<file path="config.mk">
export PLATFORM = sky130hd
export DESIGN_NAME = waveform_generator_flat
export DESIGN_NICKNAME = d
export VERILOG_FILES = /design/src/rtl/waveform_generator_if.sv /design/src/rtl/waveform_generator.sv /design/src/flat_wrapper.sv
export SDC_FILE = /design/constraint.sdc
export NUM_CORES = 1
export LEC_CHECK = 0
export CAP_MARGIN = 20
export CORE_MARGIN = 2
export CORE_UTILIZATION = 47
export CTS_CLUSTER_DIAMETER = 40
export DETAILED_ROUTE_END_ITERATION = 16
export PLACE_DENSITY = 0.73
export SLEW_MARGIN = 20
export SYNTH_ARGS = -nofsm -noshare
export SYNTH_HDL_FRONTEND = slang
export SYNTH_SLANG_ARGS = --single-unit
export TNS_END_PERCENT = 100
</file>
<file path="constraint.sdc">
create_clock -name clk -period 4.65 [get_ports clk]
set_input_delay 0.465 -clock clk [delete_from_list [all_inputs] [get_ports clk]]
set_output_delay 0.465 -clock clk [all_outputs]
set_load 0.005 [all_outputs]
</file>
<file path="src/rtl/waveform_generator_if.sv">
// Control/config/status bundle for waveform_generator.
// The master drives load/ena and the config fields; the slave returns the waveform outputs.
interface waveform_generator_if #(
    parameter int unsigned N      = 8,
    parameter int unsigned STEP_W = 4
);
    logic              ena;
    logic              load;
    logic [1:0]        mode_in;
    logic [N-1:0]      lo_in;
    logic [N-1:0]      hi_in;
    logic [STEP_W-1:0] step_in;
    logic [N-1:0]      out;
    logic              dir;
    logic              period;
    logic              cfg_err;

    modport master (
        output ena, load, mode_in, lo_in, hi_in, step_in,
        input  out, dir, period, cfg_err
    );

    modport slave (
        input  ena, load, mode_in, lo_in, hi_in, step_in,
        output out, dir, period, cfg_err
    );
endinterface

</file>
<file path="src/rtl/waveform_generator.sv">
// Multi-mode waveform generator (triangle, saw up/down, square) with run-time bounds and step.
// Values are clamped to [lo,hi]; all outputs are registered.
module waveform_generator #(
    parameter int unsigned N      = 8,
    parameter int unsigned STEP_W = 4
) (
    input logic                clk,
    input logic                rst,
    waveform_generator_if.slave bus
);
    localparam logic [1:0] MODE_TRI    = 2'b00;
    localparam logic [1:0] MODE_SAW_UP = 2'b01;
    localparam logic [1:0] MODE_SAW_DN = 2'b10;
    localparam logic [1:0] MODE_SQUARE = 2'b11;

    localparam logic [STEP_W-1:0] STEP_ONE = STEP_W'(1);

    logic [1:0]        mode_q, mode_d;
    logic [N-1:0]      lo_q, lo_d;
    logic [N-1:0]      hi_q, hi_d;
    logic [STEP_W-1:0] step_q, step_d;
    logic [STEP_W-1:0] sq_cnt_q, sq_cnt_d;
    logic [N-1:0]      out_q, out_d;
    logic              dir_q, dir_d;
    logic              period_q, period_d;
    logic              cfg_err_q, cfg_err_d;

    // Sums in N+1 bits so bound tests never see a modulo-2^N wrap.
    logic [N:0]        step_ext;
    logic [N:0]        out_ext;
    logic [N:0]        hi_ext;
    logic [N:0]        up_sum;
    logic [N:0]        lo_sum;
    logic [N-1:0]      down_val;
    logic [STEP_W-1:0] step_last;

    assign step_ext  = {{(N + 1 - STEP_W){1'b0}}, step_q};
    assign out_ext   = {1'b0, out_q};
    assign hi_ext    = {1'b0, hi_q};
    assign up_sum    = out_ext + step_ext;
    assign lo_sum    = {1'b0, lo_q} + step_ext;
    assign down_val  = out_q - step_ext[N-1:0];
    assign step_last = step_q - STEP_ONE;

    always_comb begin
        mode_d    = mode_q;
        lo_d      = lo_q;
        hi_d      = hi_q;
        step_d    = step_q;
        sq_cnt_d  = sq_cnt_q;
        out_d     = out_q;
        dir_d     = dir_q;
        period_d  = 1'b0;
        cfg_err_d = cfg_err_q;

        if (bus.load) begin
            if (bus.lo_in < bus.hi_in) begin
                mode_d    = bus.mode_in;
                lo_d      = bus.lo_in;
                hi_d      = bus.hi_in;
                step_d    = (bus.step_in == '0) ? STEP_ONE : bus.step_in;
                out_d     = (bus.mode_in == MODE_SAW_DN) ? bus.hi_in : bus.lo_in;
                dir_d     = (bus.mode_in == MODE_SAW_DN);
                sq_cnt_d  = '0;
                cfg_err_d = 1'b0;
            end else begin
                // Rejected load also suppresses this cycle's advance.
                cfg_err_d = 1'b1;
            end
        end else if (bus.ena) begin
            unique case (mode_q)
                MODE_TRI: begin
                    if (!dir_q) begin
                        if (up_sum >= hi_ext) begin
                            out_d = hi_q;
                            dir_d = 1'b1;
                        end else begin
                            out_d = up_sum[N-1:0];
                        end
                    end else if (out_ext <= lo_sum) begin
                        out_d    = lo_q;
                        dir_d    = 1'b0;
                        period_d = 1'b1;
                    end else begin
                        out_d = down_val;
                    end
                end
                MODE_SAW_UP: begin
                    if (out_q == hi_q) begin
                        out_d    = lo_q;
                        period_d = 1'b1;
                    end else if (up_sum > hi_ext) begin
                        out_d = hi_q;
                    end else begin
                        out_d = up_sum[N-1:0];
                    end
                end
                MODE_SAW_DN: begin
                    if (out_q == lo_q) begin
                        out_d    = hi_q;
                        period_d = 1'b1;
                    end else if (out_ext < lo_sum) begin
                        out_d = lo_q;
                    end else begin
                        out_d = down_val;
                    end
                end
                MODE_SQUARE: begin
                    if (sq_cnt_q == step_last) begin
                        sq_cnt_d = '0;
                        if (out_q == lo_q) begin
                            out_d    = hi_q;
                            period_d = 1'b1;
                        end else begin
                            out_d = lo_q;
                        end
                    end else begin
                        sq_cnt_d = sq_cnt_q + STEP_ONE;
                    end
                end
            endcase
        end
    end

    always_ff @(posedge clk or posedge rst) begin
        if (rst) begin
            mode_q    <= MODE_TRI;
            lo_q      <= '0;
            hi_q      <= '1;
            step_q    <= STEP_ONE;
            sq_cnt_q  <= '0;
            out_q     <= '0;
            dir_q     <= 1'b0;
            period_q  <= 1'b0;
            cfg_err_q <= 1'b0;
        end else begin
            mode_q    <= mode_d;
            lo_q      <= lo_d;
            hi_q      <= hi_d;
            step_q    <= step_d;
            sq_cnt_q  <= sq_cnt_d;
            out_q     <= out_d;
            dir_q     <= dir_d;
            period_q  <= period_d;
            cfg_err_q <= cfg_err_d;
        end
    end

    assign bus.out     = out_q;
    assign bus.dir     = dir_q;
    assign bus.period  = period_q;
    assign bus.cfg_err = cfg_err_q;
endmodule

</file>
<file path="src/flat_wrapper.sv">
// flat-port wrapper written by rule: the top's interface ports become plain ports
module waveform_generator_flat 
#(
    parameter int unsigned N      = 8,
    parameter int unsigned STEP_W = 4
)
  (clk, rst, bus_ena, bus_load, bus_mode_in, bus_lo_in, bus_hi_in, bus_step_in, bus_out, bus_dir, bus_period, bus_cfg_err);
  waveform_generator_if #(.N(N), .STEP_W(STEP_W)) bus_i ();
  input logic clk;
  input logic rst;
  input wire logic [$bits(bus_i.ena)-1:0] bus_ena;
  input wire logic [$bits(bus_i.load)-1:0] bus_load;
  input wire logic [$bits(bus_i.mode_in)-1:0] bus_mode_in;
  input wire logic [$bits(bus_i.lo_in)-1:0] bus_lo_in;
  input wire logic [$bits(bus_i.hi_in)-1:0] bus_hi_in;
  input wire logic [$bits(bus_i.step_in)-1:0] bus_step_in;
  output wire logic [$bits(bus_i.out)-1:0] bus_out;
  output wire logic [$bits(bus_i.dir)-1:0] bus_dir;
  output wire logic [$bits(bus_i.period)-1:0] bus_period;
  output wire logic [$bits(bus_i.cfg_err)-1:0] bus_cfg_err;
  assign bus_i.ena = bus_ena;
  assign bus_i.load = bus_load;
  assign bus_i.mode_in = bus_mode_in;
  assign bus_i.lo_in = bus_lo_in;
  assign bus_i.hi_in = bus_hi_in;
  assign bus_i.step_in = bus_step_in;
  assign bus_out = bus_i.out;
  assign bus_dir = bus_i.dir;
  assign bus_period = bus_i.period;
  assign bus_cfg_err = bus_i.cfg_err;
  waveform_generator #(.N(N), .STEP_W(STEP_W)) u_core (.clk(clk), .rst(rst), .bus(bus_i));
endmodule
</file>
==> results of run 1 <==
## path summary, 6_finish.rpt
path | from | depth (start not counted) | to | slack, ns
max | u_core.bus.out[0] | 15 | u_core.bus.out[0] | 0.38
min | u_core.bus.cfg_err | 2 | u_core.bus.cfg_err | 0.52
max in group asynchronous | rst | 3 | u_core.hi_q[5] | 3.72
max reg2reg | u_core.bus.out[0] | 15 | u_core.bus.out[0] | 0.38
min reg2reg | u_core.bus.cfg_err | 2 | u_core.bus.cfg_err | 0.52
min in group asynchronous | rst | 3 | u_core.bus.out[3] | 0.57
## placed cells by master (no fill, tap or decap), drive strengths merged, types with 7 or more instances in the layout
| master | n |
|---|---|
| mux2i | 13 |
| a211oi | 13 |
| nand3 | 12 |
| inv | 33 |
| nor2 | 27 |
| a21oi | 23 |
| nand2 | 73 |
| nor3 | 7 |
| xor2 | 17 |
| dfstp | 9 |
| clkdlybuf4s50 | 36 |
| a221oi | 10 |
| mux2 | 13 |
| o21ai | 36 |
| o221ai | 8 |
| xnor2 | 22 |
| dfrtp | 28 |
| ha | 37 |
## stage by stage
step,instances,hold WS (ns),total power [W],instance area (um2)
global placement,611,0.485,0.00280,4420
CTS,619,0.524,0.00309,4500
global route,619,0.557,0.00338,4500
floorplan,489,0.471,0.00228,4050
detailed placement,611,0.509,0.00286,4420
finish,619,0.520,0.00315,4500
## routing by layer
metal	track usage	vias up	part of all wire
met5	0	-	0
met4	0.0845	0	0.034
met3	0.0426	46	0.097
met2	0.394	237	0.44
met1	0.342	1853	0.43
li1	-	1812	-
## critical path: cells and delay by family, from the launching register on
kind | cells | cell delay, ns
AO/OA/AOI/OAI | 6 | 1.34
XOR/XNOR | 1 | 0.25
adder cells (fa/ha/maj) | 3 | 0.99
buffers and inverters | 1 | 0.08
flip-flops | 1 | 0.48
multiplexers | 1 | 0.36
AND/OR/NAND/NOR | 3 | 0.65
## state kept, by name, indices dropped and copies added, names as in the netlist
signal	count
u_core.sq_cnt_q	4
u_core.bus.period	1
u_core.step_q	4
u_core.lo_q	8
u_core.bus.out	8
u_core.bus.cfg_err	1
u_core.hi_q	8
u_core.mode_q	2
u_core.bus.dir	1
## cells by family (layout without fill, tap and decap cells)
group	count (synthesis)	in the layout	share of synthesized area
flops	37	37	0.231
xor+xnor	39	39	0.0862
simple gates	154	154	0.180
mux	26	26	0.0683
fa+ha+maj	40	40	0.129
compound gates	134	134	0.232
buf+inv	59	84	0.0720
## area by class of cell
cell class / count / area (um2)
Fill cell: 749 / 3790
Multi-Input combinational cell: 393 / 2820
Sequential cell: 37 / 937
Timing Repair Buffer: 42 / 405
Tap cell: 105 / 131
Inverter: 34 / 128
Clock buffer: 6 / 72.6
Clock inverter: 2 / 10.0
## power groups by stage
stage                     combinational, W  sequential (W)  clock (W)
after floorplan                    0.00173        0.000554          0
after global placement             0.00214        0.000662          0
after detailed placement           0.00218        0.000671          0
after CTS                          0.00220        0.000665   0.000230
after global routing               0.00245        0.000691   0.000242
final                              0.00224        0.000674   0.000231
## Yosys cell counts, drive strengths merged (2+ instances only)
library cell / count
xor2: 17
a21oi: 23
a2111oi: 4
nor4: 3
o21a: 3
inv: 33
ha: 37
and2: 3
o21ai: 36
dfrtp: 28
a311oi: 2
o2111ai: 4
mux2i: 13
a21o: 6
a221oi: 10
xnor2: 22
dfstp: 9
nand2: 73
nor3: 7
nand2b: 5
buf: 15
a22oi: 2
o31a: 2
nand3: 12
and3: 5
a31oi: 5
or3: 3
o22ai: 2
clkbuf: 9
nor2b: 5
a211oi: 13
nor2: 27
mux2: 13
nand3b: 3
nand4: 6
o221ai: 8
o211ai: 3
fa: 3
o31ai: 5
==> impl_results.md, run 1 <==
- Status: finished, final reports clean
- Sw power: 0.00163 W
- CTS tree: built
- Total number of vias: 3948
- Top cell by count, worst path: ha_1
- IO Pins: 37
- Fin util: 0.543
- CP peak stage delay: 0.48 ns
- VDD IR max: 0.271 mV
- Syn_nets: 555
- Post-synth EDFFs: 0
- Hold_buf cts: 0
- Total GRT Usage: 0.248
- Syn-to-layout area delta: 11.2%
- Yosys top cell by area: dfrtp_1
- Synth unique cells: 65
- Setup Fix Bufs, Post-CTS: 0
- Sequential share of power: 0.214
- PwrDens: 699 nW/um2
- DR iter-0 viols: between 400 and 500
- Clock Sinks: 37
- Ranking of synthesized cells by area: dfrtp_1 17%, ha_1 11%, nand2_1 6.8%, dfstp_2 5.8%, xnor2_1 4.8%
- Htree depth: 2
- Post-synth top area share: 0.173
- Mean area per synthesized cell: 8.28 um2
- DR vias/cell: 6.38
- Total negative setup slack: 0 ns
- Post-synth top flop: dfrtp_1
- Max Slew Vio Count: 0
- Pin count of the biggest net entering global routing: 38
- Final critical-path setup slack: 0.376 ns
- Core area: 8300 um2
- Worst setup SP type: flip-flop
- Aggregate global routing overflow: 0
- CP max stage cell: dfrtp_1
- P_leak: approximately 1.9 nW
- Post-synth ARST share: 1.00
- Layout cells sized above 1: 0.0914
- Gate power share: 0.712
- Period minus WS final: 4.27 ns
- CP cell instances: ha_1 > fa_1 > nand2b_1 > a21oi_1 > and3_1 > xnor2_1 > inv_1 > ha_1 > a21o_1 > a221o_1 > o22a_1 > nor2_4 > mux2_1 > a311oi_1 > o31ai_1
- Row count: 33
- RSZ-0062 raised after global routing: false
- GP Congestion: about 1.0
- Nets: 579
- Die ar.: around 9400 um2
- Initial Util: 0.488
- Initial antenna violation count: 0
- Yosys reg bits: 37
- Worst setup EP type: flip-flop
- Worst slack, placed: about 0.5 ns
- CTS Buffer Depth: 2
- Vias in the first global route: 3716
- Clock group share of total power: 0.073
- Final Routed Wirelength: 11700 um
- Pint: 0.00152 W
- Antenna viol nets, final: 0
- Drt wl/cell: about 19 um
- Die Wd: a little under 100 um
- CTS Buf Count: 5
- Critical path class: flip-flop to flip-flop
- DR DRC count: 0
- DP HPWL: 9080 um
- CTS root buf: clkbuf_8
- Clock Latency Late Sink: 0.30 ns
- Worst Hold Class: flip-flop to flip-flop
- Die Ht: 96.8 um
- Pin slew with the least headroom to its limit: 0.769 ns
- Yosys warns: 0
- First-pass GRT wire length: 19100 um
- Max Cap Violations: 0
- Net Sw Frac: 0.517
- Final Hold Fails: 0
- Period Utilization, post-route: 0.919
- Clk_skew: 0.0108 ns
- PortBufs: 36
- Final number of setup-violating endpoints: 0
- Inserted Diodes: 0
- Slew margin rel.: 0.485
- 1st-pass router iterations: 6
- Critical path peak fanout: 9
- # resized after CTS: 0
- Clk pin slew, worst setup/hold paths: 0.08 ns
- Fmax: 234 MHz
- CP arrival: 4.45 ns
- CP required: 4.83 ns
- Seq/Total Area, Yosys: 0.231
- Mapped Area: 4050 um2
- Cell count after synthesis: 489
(Power assumes the default switching activity.)
==> inputs of run 2 (changes only) <==
Settings changed: ABC_AREA set to 1, TNS_END_PERCENT 100 to 30.
==> run 2 against run 1 <==
Effect of this change:
- design area rose by 16%
- utilization fell by 0.77 points
- clock skew rose by 0.0015 ns
- clock-buffer cell count did not move
- non-clock buffer count fell by 2
- combinational power fell by 3%
- sequential share of layout area fell by 2.9 points
- sequential power fell by 8.0%
- setup slack improved by 0.36 ns
- largest power group unchanged
==> impl_results.md, run 2 <==
- Max Slew Vio Count: 0
- Syn_nets: 830
- Top cell by count, worst path: nand2_1
- FF+latch area: approximately 940 um2
- Net Sw Frac: 0.565
- Worst setup EP type: flip-flop
- Final Hold Fails: 0
- Seq/Total Area, Yosys: 0.198
- Htree depth: 2
- Sequential share of power: 0.199
- Aggregate global routing overflow: 0
- CP max stage cell: dfrtp_1
- CTS root buf: clkbuf_8
- DR vias/cell: 5.58
- Slew margin rel.: 0.462
- Pin count of the biggest net entering global routing: 38
- CTS Buffer Depth: 2
- Reg2reg start: u_core.bus.out[0]
- Reg2reg end: u_core.bus.out[3]
- CP peak stage delay: 0.52 ns
- Inserted Diodes: 0
- Max Cap Violations: 0
- Period Utilization, post-route: 0.841
- Yosys warns: 0
- Core area: 9770 um2
- Count leader, synth: nand2_1
- CTS Buf Count: 5
- Pin slew with the least headroom to its limit: 0.804 ns
- VDD IR max: 0.282 mV
- Gate power share: 0.702
- Total GRT Usage: 0.286
- Drt wl/cell: about 17 um
- Critical path peak fanout: 11
- Syn-to-layout area delta: 10.4%
- Vias in the first global route: 4857
- Fin Hold WS: 0.537 ns
- Post-synth top area share: 0.196
- Fillcell total: 1032
- Mapped Area: 4740 um2
- Period minus WS final: a little under 4 ns
- Die Wd: 104 um
- Ranking of synthesized cells by area: nand2_1 20%, dfrtp_1 15%, nand3_1 10%, ha_1 9.8%, inv_1 8.6%
- CTS tree: built
- DR DRC count: 0
- Worst R2R Path Depth: 23
- Sw power: 0.00176 W
- DR iter-0 viols: 685
- Worst Hold End: u_core.bus.cfg_err
- Hold_buf cts: 0
- First-pass GRT wire length: 24700 um
- DR WL met2: approximately 6700 um
- Total number of vias: about 5100
- Post-synth ARST share: 1.00
- CP cell instances: ha_1 > fa_1 > nand2_1 > nand2_2 > nand2_1 > nor2_1 > xor2_1 > ha_1 > nand2_1 > nor2_1 > nand2_1 > nor2_1 > nor2_1 > nand3_2 > nand2_1 > inv_1 > nor2_1 > nor2_1 > nand2_1 > nand3_1 > nand2_1 > nand2_1 > nand2_1
- Yosys reg bits: 37
- Post-synth EDFFs: 0
- Worst Hold Class: flip-flop to flip-flop
- 1st-pass router iterations: 6
- CP arrival: 4.15 ns
- Final Routed Wirelength: 15500 um
- Most frequent cells after synthesis: 247 x nand2_1, 108 x inv_1, 95 x nand3_1
- Area of the multi-input gates: between 3000 and 4000 um2
- DP HPWL: 12000 um
- Critical path class: flip-flop to flip-flop
- Initial Util: 0.485
- Setup Fix Bufs, Post-CTS: 0
- Yosys top cell by area: nand2_1
- Top sig layer: met4
- Clock Sinks: 37
- Pint: 0.00135 W
- Row count: 36
- Commonest non-fill, non-tap cell in the layout: nand2_1
- Die Ht: 104 um
- Status: finished, final reports clean
- PwrDens: around 590 nW/um2
- Die ar.: 10900 um2
- Clk_skew: 0.0123 ns
- Cell count after synthesis: 764
- Hold path startpoint: u_core.bus.cfg_err
- PortBufs: 36
- M1 WL: 6490 um
- CP required: 4.89 ns
- Met3 wire length: 1440 um
- Worst hold path stage count: 2
- Layout cells sized above 1: 0.0811
- GP Congestion: 1.05
- Clock group share of total power: 0.099
- Nets: 854
- Total negative setup slack: 0 ns
- Final number of setup-violating endpoints: 0
- Clock Latency Late Sink: 0.30 ns
- Clk pin slew, worst setup/hold paths: 0.09 ns
- Initial antenna violation count: 0
- Post-synth top flop: dfrtp_1
- # resized after CTS: 0
- CP Launch Point: u_core.bus.out[0]
- Most frequent cells in the layout: 247 x nand2_1, 108 x inv_1, 95 x nand3_1, 54 x nor2_1, 38 x o21ai_0
- P_leak: ~2.9 nW
- Fmax: 256 MHz
- Antenna viol nets, final: 0
- Mean area per synthesized cell: ~6.2 um2
- Synth unique cells: 40
- IO Pins: 37
- Slack of the worst reg-to-reg path: 0.74 ns
- Worst setup SP type: flip-flop
- RSZ-0062 raised after global routing: false
-- run 2: cell types whose count changed in the layout (fill, tap and decap cells not counted), moves of 12 or more --
cell / before / now
nor2_1: 26 / 54
mux2_2: 12 / 0
nand2_1: 73 / 247
mux2i_1: 13 / 0
inv_1: 33 / 108
nand3_1: 12 / 95
a211oi_1: 12 / 0
-- run 2: kinds of logic (layout without fill, tap and decap cells) --
family          count (synthesis)  count (layout)  synth area share
simple gates                  454             454             0.440
buf+inv                       143             168             0.134
flops                          37              37             0.198
xor+xnor                       23              23            0.0425
compound gates                 67              67            0.0758
fa+ha+maj                      40              40             0.110
-- run 2: cell type report --
cell class	count	share of cell area
inverters	120	0.0861
clock inverters	2	0.00718
multi-input cells	584	0.605
repair buffers	40	0.0746
well taps	133	0.0318
flip-flops and latches	37	0.179
clock buffers	6	0.0158
-- run 2: power by group through the flow --
stage	Sequential (W)	Clock (W)	Combinational (W)
final	0.000620	0.000308	0.00218
after global routing	0.000626	0.000323	0.00243
after CTS	0.000609	0.000310	0.00213
after detailed placement	0.000614	0	0.00211
after global placement	0.000612	0	0.00208
after floorplan	0.000507	0	0.00165
-- run 2: per-stage QoR --
stage	util	setup WS (ns)	cells	power, W	instance area, um2
2_1_floorplan	-	1.54	764	0.00216	4740
3_3_place_gp	0.523	0.938	914	0.00269	5110
3_5_place_dp	0.523	0.866	914	0.00273	5110
4_1_cts	0.535	0.821	922	0.00304	5230
5_1_grt	0.535	0.488	922	0.00338	5230
6_report	0.535	0.740	922	0.00311	5230
-- run 2: critical path, delay by kind of cell (launching register included) --
family                   cells  cell delay [ns]
flip-flops                   1             0.52
XOR/XNOR                     1             0.24
buffers and inverters        1             0.05
AND/OR/NAND/NOR             18             2.00
adder cells (fa/ha/maj)      3             1.04
-- run 2: per-layer routing --
| layer | up-vias | global-route usage |
|---|---|---|
| met5 | - | 0 |
| met3 | 73 | 0.0482 |
| met1 | 2305 | 0.379 |
| met2 | 295 | 0.442 |
| li1 | 2472 | - |
| met4 | 0 | 0.155 |
-- run 2: worst max path at each step --
stage / end / slack [ns] / depth (start not counted)
finish: u_core.bus.out[3] / 0.74 / 23
floorplan: u_core.bus.out[1] / 1.54 / 23
global route: u_core.bus.out[4] / 0.49 / 22
detailed placement: u_core.bus.out[3] / 0.87 / 23
global placement: u_core.bus.out[3] / 0.94 / 23
CTS: u_core.bus.out[3] / 0.82 / 23
==> inputs of run 3 (changes only) <==
Clock period 4.65 ns to 3.61 ns, I/O delays scaled along.
==> run 3 against run 2 <==
Effect of this change:
- clock-buffer cell count increased by 2
- clock skew increased by 0.00091 ns
- sequential power increased by 19%
- global-route usage increased by 1.4 points
- largest cell class unchanged
- highest routed layer unchanged
==> impl_results.md, run 3 (synthesized netlist as in run 2, its figures left out) <==
- PortBufs: 36
- Clock Sinks: 37
- CTS tree: built
- DR iter-0 viols: 480
- Initial antenna violation count: 0
- Met1 usage: 0.416
- IO Pins: 37
- Pin slew with the least headroom to its limit: around 0.85 ns
- Clock Latency Late Sink: 0.30 ns
- CTS Buf Count: 5
- CP required: 3.80 ns
- Total GRT Usage: 0.300
- CP cell instances: ha_2 > fa_2 > nand2_1 > nand2_2 > nand2_1 > nor2_2 > xor2_2 > ha_1 > nand2_1 > nor2_2 > nand2_1 > inv_1 > nor2_2 > nand3_4 > buf_4 > nand3_1 > nand3_1 > nand2_1 > nand3_1 > nand3_1 > nand2_1 > nand2_1 > nand2_1
- Drt wl/cell: 17.3 um
- Vias in the first global route: 4787
- Initial Util: 0.485
- DR vias/cell: 5.54
- Most frequent cells in the layout: 246 x nand2_1, 108 x inv_1, 95 x nand3_1, 48 x nor2_1, 42 x buf_4
- Layout cells sized above 1: 0.141
- Max Slew Vio Count: 0
- Total number of vias: 5322
- Worst setup SP type: flip-flop
- Final Routed Wirelength: 16600 um
- CP peak stage delay: between 0.5 and 0.6 ns
- PwrDens: 781 nW/um2
- Top cell by count, worst path: nand2_1
- CP arrival: 3.57 ns
- Worst Path Buf+Inv: 2
- Clk pin slew, worst setup/hold paths: about 0.07 ns
- M3 GR Usage: 0.0388
- Die Ht: 104 um
- GP Congestion: 1.07
- Total negative setup slack: 0 ns
- Aggregate global routing overflow: 0
- Inserted Diodes: 0
- Critical path peak fanout: 6
- CP max stage cell: dfstp_2
- CTS Buffer Depth: 2
- Antenna viol nets, final: 0
- Placed inst area: 5350 um2
- Syn-to-layout area delta: 17.8%
- Period Utilization, post-route: 0.937
- Worst setup EP type: flip-flop
- Critical path class: flip-flop to flip-flop
- Final number of setup-violating endpoints: 0
- Core area: 9770 um2
- Die Wd: 104 um
- Fillcell total: 982
- 1st-pass router iterations: 7
- Period minus WS final: ~3.4 ns
- Pin count of the biggest net entering global routing: 38
- Max Cap Violations: 0
- Design Area, Final: 5580 um2
- Nets: 893
- FF+latch area: 940 um2
- DR DRC count: 0
- Clk_skew: ~0.013 ns
- Commonest non-fill, non-tap cell in the layout: nand2_1
- Met2 usage: 0.468
- P_leak: 3.05 nW
- CTS root buf: clkbuf_8
- Slew margin rel.: 0.429
- Status: finished, final reports clean
- RSZ-0062 raised after global routing: true
- Fmax: 296 MHz
- DP HPWL: roughly 13000 um
- Row count: 36
- Delay-heaviest family, CP: simple AND/OR/NAND/NOR gates
- VDD IR max: 0.285 mV
- Most used routing layer: met2
- Final Hold Fails: 0
- Area of the multi-input gates: between 3000 and 4000 um2
- Worst Hold Class: primary input to async pin
- Die ar.: 10900 um2
- Htree depth: 2
- First-pass GRT wire length: 25700 um
==> run 3: worst reg2reg max path, cell delays in order (launching register included) <==
cell,delay [ns]
dfstp_2,0.58
ha_2,0.22
fa_2,0.22
nand2_1,0.08
nand2_2,0.09
nand2_1,0.10
nor2_2,0.18
xor2_2,0.17
ha_1,0.27
nand2_1,0.10
nor2_2,0.05
nand2_1,0.07
inv_1,0.05
nor2_2,0.14
nand3_4,0.14
buf_4,0.19
nand3_1,0.06
nand3_1,0.13
nand2_1,0.13
nand3_1,0.09
nand3_1,0.08
nand2_1,0.06
nand2_1,0.05
nand2_1,0.04
==> run 3: timing repair <==
action                                  CTS  global route
setup buffers                             0             6
endpoints found under the setup margin    0             9
hold buffers                              0             0
gates resized for setup                   0            22
==> run 3: worst paths after layout <==
path / start / endpoint / slack [ns] / cells after the start
min in group clk: u_core.bus.cfg_err / u_core.bus.cfg_err / 0.54 / 2
min reg2reg: u_core.bus.cfg_err / u_core.bus.cfg_err / 0.54 / 2
max in group asynchronous: rst / u_core.step_q[1] / 2.75 / 3
min: rst / u_core.bus.cfg_err / 0.48 / 3
max reg2reg: u_core.step_q[0] / u_core.bus.out[3] / 0.23 / 23
max: u_core.step_q[0] / u_core.bus.out[3] / 0.23 / 23
==> run 3: per-stage QoR <==
stage	total power, W	setup slack, ns	util	std cells	hold WS (ns)
global placement	0.00374	0.148	0.547	946	0.502
global route	0.00472	-0.0228	0.571	961	0.551
finish	0.00436	0.227	0.571	961	0.485
detailed placement	0.00377	0.0392	0.547	946	0.520
CTS	0.00409	0.0233	0.557	954	0.497
floorplan	0.00278	0.495	-	764	0.479
==> run 3: per-layer routing <==
layer,part of all wire,up-vias
met5,0,-
met4,0.042,0
li1,-,2551
met1,0.42,2461
met2,0.44,271
met3,0.094,39
==> run 3: area by class of cell <==
type,instances,share of cell area
Multi-Input combinational cell,585,0.584
Sequential cell,37,0.168
Inverter,120,0.0807
Timing Repair Buffer,78,0.121
Clock buffer,8,0.0161
Tap cell,133,0.0298
==> run 3: report_power, final <==
| group | leakage [nW] | internal, W | switching, W | total, W |
|---|---|---|---|---|
| sequential | 0.442 | 0.000531 | 0.000209 | 0.000740 |
| combinational | 2.56 | 0.00128 | 0.00203 | 0.00331 |
| clock | 0.0455 | 0.000156 | 0.000156 | 0.000312 |
